--- config.mk ---
export PLATFORM = sky130hd
export DESIGN_NAME = snow64_bfloat16_vector_add_seq
export DESIGN_NICKNAME = d
export VERILOG_FILES = /design/src/rtl/snow64_bfloat16_vector_add_seq_pkg.sv /design/src/rtl/snow64_bfloat16_vector_add_seq.sv
export SDC_FILE = /design/constraint.sdc
export NUM_CORES = 1
export LEC_CHECK = 0
export ABC_AREA = 1
export BUFFER_PORTS_ARGS = -buffer_cell sky130_fd_sc_hd__buf_2
export CORE_UTILIZATION = 56
export DETAILED_ROUTE_END_ITERATION = 10
export PLACE_DENSITY = 0.85
export SYNTH_ARGS = -nofsm -noshare
export SYNTH_HDL_FRONTEND = slang
export SYNTH_SLANG_ARGS = --single-unit
export TNS_END_PERCENT = 1
--- constraint.sdc ---
create_clock -name clk -period 6.3 [get_ports clk]
set_clock_uncertainty 0.05 [all_clocks]
set_input_delay 1.575 -clock clk [delete_from_list [all_inputs] [get_ports clk]]
set_output_delay 1.575 -clock clk [all_outputs]
set_load 0.02 [all_outputs]
--- src/rtl/snow64_bfloat16_vector_add_seq_pkg.sv ---
// Shared types and constants for the BFloat16 vector add sequencer.
package snow64_bfloat16_vector_add_seq_pkg;

    typedef enum logic [1:0] {
        ST_IDLE  = 2'd0,
        ST_ISSUE = 2'd1,
        ST_WAIT  = 2'd2,
        ST_DONE  = 2'd3
    } state_vec_add_seq_t;

    localparam int NUM_VEC_LANES  = 4;
    localparam int WIDTH_VEC_LANE = 16;
    localparam int WIDTH_VEC      = NUM_VEC_LANES * WIDTH_VEC_LANE;
    localparam int WIDTH_LANE_IDX = 2;

    localparam logic [WIDTH_LANE_IDX-1:0] LAST_LANE = WIDTH_LANE_IDX'(NUM_VEC_LANES - 1);

    // Extract one 16-bit lane from a packed vector.
    function automatic logic [WIDTH_VEC_LANE-1:0] get_lane(
        input logic [WIDTH_VEC-1:0]      vec,
        input logic [WIDTH_LANE_IDX-1:0] idx
    );
        return vec[idx * WIDTH_VEC_LANE +: WIDTH_VEC_LANE];
    endfunction

endpackage

--- src/rtl/snow64_bfloat16_vector_add_seq.sv ---
// Sequencer that feeds four BFloat16 lane pairs through one shared add unit
// and assembles the 64-bit result vector.
//
// state    | meaning
// ---------+---------------------------------------------------------------
// ST_IDLE  | waiting for in_start; unit_data_valid ignored
// ST_ISSUE | presenting lane operands, strobing unit_start when unit is idle
// ST_WAIT  | operands held, waiting for unit_data_valid to capture the lane
// ST_DONE  | one-cycle out_done pulse, then back to idle
module snow64_bfloat16_vector_add_seq
    import snow64_bfloat16_vector_add_seq_pkg::*;
(
    input  logic                      clk,
    input  logic                      rst,
    input  logic                      in_start,
    input  logic                      in_op,
    input  logic [WIDTH_VEC-1:0]      in_a,
    input  logic [WIDTH_VEC-1:0]      in_b,
    output logic                      out_busy,
    output logic                      out_done,
    output logic [WIDTH_VEC-1:0]      out_data,
    output logic                      unit_start,
    output logic [WIDTH_VEC_LANE-1:0] unit_a,
    output logic [WIDTH_VEC_LANE-1:0] unit_b,
    input  logic                      unit_data_valid,
    input  logic                      unit_can_accept_cmd,
    input  logic [WIDTH_VEC_LANE-1:0] unit_data
);

    state_vec_add_seq_t          state;
    state_vec_add_seq_t          next_state;
    logic [WIDTH_LANE_IDX-1:0]   lane;
    logic [WIDTH_VEC-1:0]        a_reg;
    logic [WIDTH_VEC-1:0]        b_reg;
    logic                        op_reg;
    logic                        accept;
    logic                        write_lane;

    // Subtraction is realised purely by flipping the sign of operand b.
    assign unit_a = get_lane(a_reg, lane);
    assign unit_b = get_lane(b_reg, lane) ^ {op_reg, {(WIDTH_VEC_LANE-1){1'b0}}};

    // Next-state decode plus the combinational start strobe.
    always_comb begin
        next_state = state;
        unit_start = 1'b0;
        accept     = 1'b0;
        write_lane = 1'b0;
        case (state)
            ST_IDLE: begin
                if (in_start) begin
                    accept     = 1'b1;
                    next_state = ST_ISSUE;
                end
            end
            ST_ISSUE: begin
                if (unit_can_accept_cmd) begin
                    unit_start = 1'b1;
                    next_state = ST_WAIT;
                end
            end
            ST_WAIT: begin
                if (unit_data_valid) begin
                    write_lane = 1'b1;
                    next_state = (lane == LAST_LANE) ? ST_DONE : ST_ISSUE;
                end
            end
            ST_DONE: begin
                next_state = ST_IDLE;
            end
            default: begin
                next_state = ST_IDLE;
            end
        endcase
    end

    // State, operand capture, lane counter and result assembly.
    always_ff @(posedge clk) begin
        if (rst) begin
            state    <= ST_IDLE;
            lane     <= '0;
            a_reg    <= '0;
            b_reg    <= '0;
            op_reg   <= 1'b0;
            out_busy <= 1'b0;
            out_done <= 1'b0;
            out_data <= '0;
        end else begin
            state    <= next_state;
            out_busy <= (next_state != ST_IDLE);
            out_done <= (next_state == ST_DONE);
            if (accept) begin
                a_reg  <= in_a;
                b_reg  <= in_b;
                op_reg <= in_op;
                lane   <= '0;
            end
            if (write_lane) begin
                out_data[lane * WIDTH_VEC_LANE +: WIDTH_VEC_LANE] <= unit_data;
                // Lane stays at the last index through Done; only a new
                // command brings it back to zero.
                if (lane != LAST_LANE) begin
                    lane <= lane + 1'b1;
                end
            end
        end
    end

endmodule

# Word level (Yosys, flattened, before mapping)
# Cells that the tools add are included.
[totals]
mem_bits_rw = 0
mem_bits_ro = 0
n_memories = 0
in_bits = 150
reg_bits = 199
latch_bits = 0
[classes]
reduce_logical = 2
mux = 15
n_bitwise = 1
add_sub_neg = 2
div = 0
n_eq_ne = 6
shift = 4
mul = 0
magnitude_cmp = 0
[ops]
columns = ["cell", "count"]
rows = [
  ["$shiftx 64x7->16", 2],
  ["$bwmux 64", 1],
  ["$shift 16x34->64 const A", 1],
  ["$shiftx 16x34->64", 1],
  ["$neg 6->34", 1],
  ["$xor 16x16->16", 1],
  ["$mux 2", 7],
  ["$eq 2x2->1 const B", 4],
  ["$pmux 2 s4", 1],
  ["$mux 1", 6],
  ["$add 2x1->2 const B", 1],
  ["$eq 2x1->1 const B", 1],
  ["$logic_not 2->1", 1],
  ["$ne 2x2->1 const B", 1],
  ["$reduce_bool 2->1", 1],
]

# Depth between registers and ports, before layout
[logic_depth]
depth_word = 5
ltp_mapped = 11
ltp_nobuf = 8

# Worst setup path before layout
# Ideal clock, no wire load.
[synth_timing]
kind = "input to output"
startpoint = "input port unit_can_accept_cmd"
endpoint = "output port unit_start"
path_buffers = 0
stages = 2
arrival_time_ps = 1908
path_slack_ps = 2767
path_cell_list = "inv_1 > nor2_1"
[synth_between]
elab_chain_len = 2
[synth_rtl]
columns = ["element", "line_no", "text"]
rows = [
  ["start, declared", "snow64_bfloat16_vector_add_seq.sv:26", "input logic unit_can_accept_cmd,"],
  ["$mux 1", "snow64_bfloat16_vector_add_seq.sv:57", "if (unit_can_accept_cmd) begin"],
  ["$mux 1", "snow64_bfloat16_vector_add_seq.sv:49", "case (state)"],
  ["end, declared", "snow64_bfloat16_vector_add_seq.sv:22", "output logic unit_start,"],
]
# Every way passes these cells.

# Worst setup path in the final report
[layout_timing]
startpoint = "register lane[0]"
endpoint = "output port unit_a[2]"
[layout_between]
elab_chain_len = 1
[layout_rtl]
columns = ["element", "line_no", "text"]
rows = [
  ["start, declared", "snow64_bfloat16_vector_add_seq.sv:32", "logic [WIDTH_LANE_IDX-1:0] lane;"],
  ["start signal, assigned", "snow64_bfloat16_vector_add_seq.sv:103", "lane <= lane + 1'b1;"],
  ["$shiftx 64x7->16", "snow64_bfloat16_vector_add_seq_pkg.sv:23", "return vec[idx * WIDTH_VEC_LANE +: WIDTH_VEC_LANE];"],
  ["end, declared", "snow64_bfloat16_vector_add_seq.sv:23", "output logic [WIDTH_VEC_LANE-1:0] unit_a,"],
]
# Every way passes these cells.

==> results.md <==
### Place
- 248 — count of input and output buffers
- 0.857 — global placement routability congestion
- 15000 µm — DPL Wire Length
- 0.00994 mm² — post-detailed-placement cell area
- 2720 ps — setup slack after placement
- 1721 — number of instances in the placed design

### Yosys
- 1342 — post-synthesis cell count
- 6.59 µm² — Syn Area/Cell
- 45.1% — sequential fraction of the synthesis area
- 199 — flop and latch count out of synthesis
- 19 — number of distinct library cells after synthesis
- 1497 — Post-Synthesis Net Count
- nor2_1 — dominant cell by count in the synthesized netlist
- dfxtp_1 — leading area contributor after synthesis
- 0.00884 mm² — combined area of all synthesized cells
- 45.1% — area share of the leading cell type in the synthesized netlist
- 0 — number of synthesized flops with an enable pin
- dfxtp_1 — flip-flop cell with the highest count after synthesis
- dfxtp_1, nor2_1, o21ai_0 — top area cells in the synthesized netlist
- 0 — synthesis warning total
- nor2_1, dfxtp_1, o21ai_0 — leading cell types by count after synthesis
- 0% — fraction of registers with async set/reset

### Power and ir drop
- 271 mW/mm² — power density over cell area
- 188 µV — VDD IR max
- 5.29 nW — static leakage

### Clock tree
- 420 ps — worst-skew pair later-pin latency
- 0 — Post-CTS Resized
- clkbuf_16 — Clock Tree Root
- 0 — Post-CTS Setup Bufs
- 17 — number of buffers created by CTS
- 4 — H-tree levels
- 0 — number of hold-repair buffers added at the cts stage
- 199 — total number of clock tree sinks
- 70 ps — CTS clock-pin slew for the worst setup and hold paths
- 2 — worst-case clock buffer depth
- yes — TritonCTS clock tree

### Cells and area
- 19.3% — layout-stage area growth over the synthesis result
- 1684 — nets
- 19.2% — fraction of layout instances using a drive strength above 1
- 68.8% — Final Util
- 1754 — filler-free cell count of the finished design
- 0.0105 mm² — final standard cell area without fillers

### Worst hold path
- a_reg[39] — critical hold path startpoint
- reg -> reg — HP Class
- a_reg[39] — worst-case hold path end point
- 2 — hold depth

### STA
- 3810 ps — Period minus WS final
- 25.5% — worst-case headroom to the max-slew limit
- no — unrepaired setup endpoints after global routing
- 0.262 GHz — Peak Freq
- 60.5% — period utilisation layout
- 0 — number of hold violations in the final report
- 0 ps — Total Neg Setup Slack
- 0 — final setup violation count
- 1110 ps — transition at the pin with the smallest max-transition slack
- 2490 ps — final worst slack
- 0 — Final Slew Violations

### Route
- 13.0 µm — wire length per cell
- 0 — Residual DRC
- 0 — final antenna-violating net count
- 5.03 — via density per instance
- 799 — Starting DRT DRC Count
- 22800 µm — wire length after detailed routing
- 5 — TritonRoute pass-1 iters
- 8817 — vias after detailed routing

### Worst setup path
- lane[0] — launch instance of the worst register-to-register path
- 2 — Crit path buffers/inverters
- buf_4, o21ai_0, o22ai_1, buf_2 — worst path cell trace
- lane[0] — startpoint of the worst setup timing path
- out_data[28] — Reg-to-Reg End
- flip-flop — crit start category
- reg -> out — category of the most critical setup path
- 700 ps — biggest cell delay along the critical path
- output pin — Worst setup EP type
- 2180 ps — arrival time reported for the critical path endpoint
- 4680 ps — data required time at the worst endpoint
- 3390 ps — register-to-register setup slack
- buffers and inverters — cell type group with the largest total delay on the critical path
- 9 — depth of the most critical reg-to-reg path
- 91 — crit-path max FO
- buf_4 — slowest cell on the critical path

### GRT
- 130 — largest net degree at the start of global routing
- 36500 µm — first-pass GRT wire length
- 7684 — vias in the first global route
- 0 — GR Overflow Total
- 5 — antenna violations before repair
- 28.2% — global routing usage summed across all routing layers

### Floorplan
- 249 — number of top-level pins
- 45 — Row Count
- 0.0163 mm² — full die area
- 0.0153 mm² — core region area
- 57.7% — Starting Density
- 128 µm — die height
- 128 µm — die width

### Run status
- finished clean — status

### Job
- 0 — max cap viols

## placed cells by master (no fill, tap or decap), types with 5 or more instances in the layout
cell	count
o22ai_1	31
dfxtp_1	198
buf_4	8
clkbuf_16	17
nor2_1	501
ha_1	5
nand3_1	26
nand2_1	183
inv_1	105
buf_2	248
o21ai_0	193
## metrics by stage
step / hold WS, ps / power [mW]
final: 426 / 2.86
after global routing: 447 / 2.98
after CTS: 430 / 2.87
after detailed placement: 415 / 1.79
after global placement: 406 / 1.78
after floorplan: 399 / 1.67
## cells by family (layout without fill, tap and decap cells)
| kind of cell | after synthesis | count (layout) | share of synthesized area [%] |
|---|---|---|---|
| other cells | 0 | 1 | 0 |
| buf+inv | 198 | 398 | 10.0 |
| flops | 199 | 199 | 45.1 |
| simple gates | 715 | 715 | 31.0 |
| compound gates | 225 | 225 | 13.2 |
| fa+ha+maj | 5 | 5 | 0.708 |
## worst max-delay path by stage
stage,cells past startpoint,endpoint
2_1_floorplan,2,unit_start
3_3_place_gp,4,unit_start
3_5_place_dp,4,unit_start
4_1_cts,4,unit_a[2]
5_1_grt,4,unit_a[2]
6_report,4,unit_a[2]
## report_power, final
part	switching [mW]	total (mW)	internal [mW]
clock network	0.487	1.10	0.612
registers	0.0399	1.38	1.34
logic	0.242	0.379	0.137
## layer usage
metal | share of wire [%] | vias to the layer above | GRT usage, %
met5 | 0.12 | - | 0
met4 | 3.1 | 4 | 13.9
met3 | 7.0 | 55 | 5.65
met2 | 46 | 333 | 45.5
met1 | 44 | 3898 | 36.0
li1 | - | 4527 | -
## area by class of cell
cell class / count / area (µm²)
Clock buffer: 19 / 453
Sequential cell: 199 / 3990
Tap cell: 211 / 264
Clock inverter: 13 / 144
Fill cell: 1383 / 4770
Multi-Input combinational cell: 945 / 3980
Inverter: 110 / 418
Antenna cell: 1 / 2.50
Timing Repair Buffer: 256 / 1300
## tightest hold or removal path: stages, from the launching register on
cell and delay, ps:
dfxtp_1 320, nor2_1 50, nor2_1 80
Note: power is estimated with default switching activity, not from simulation.
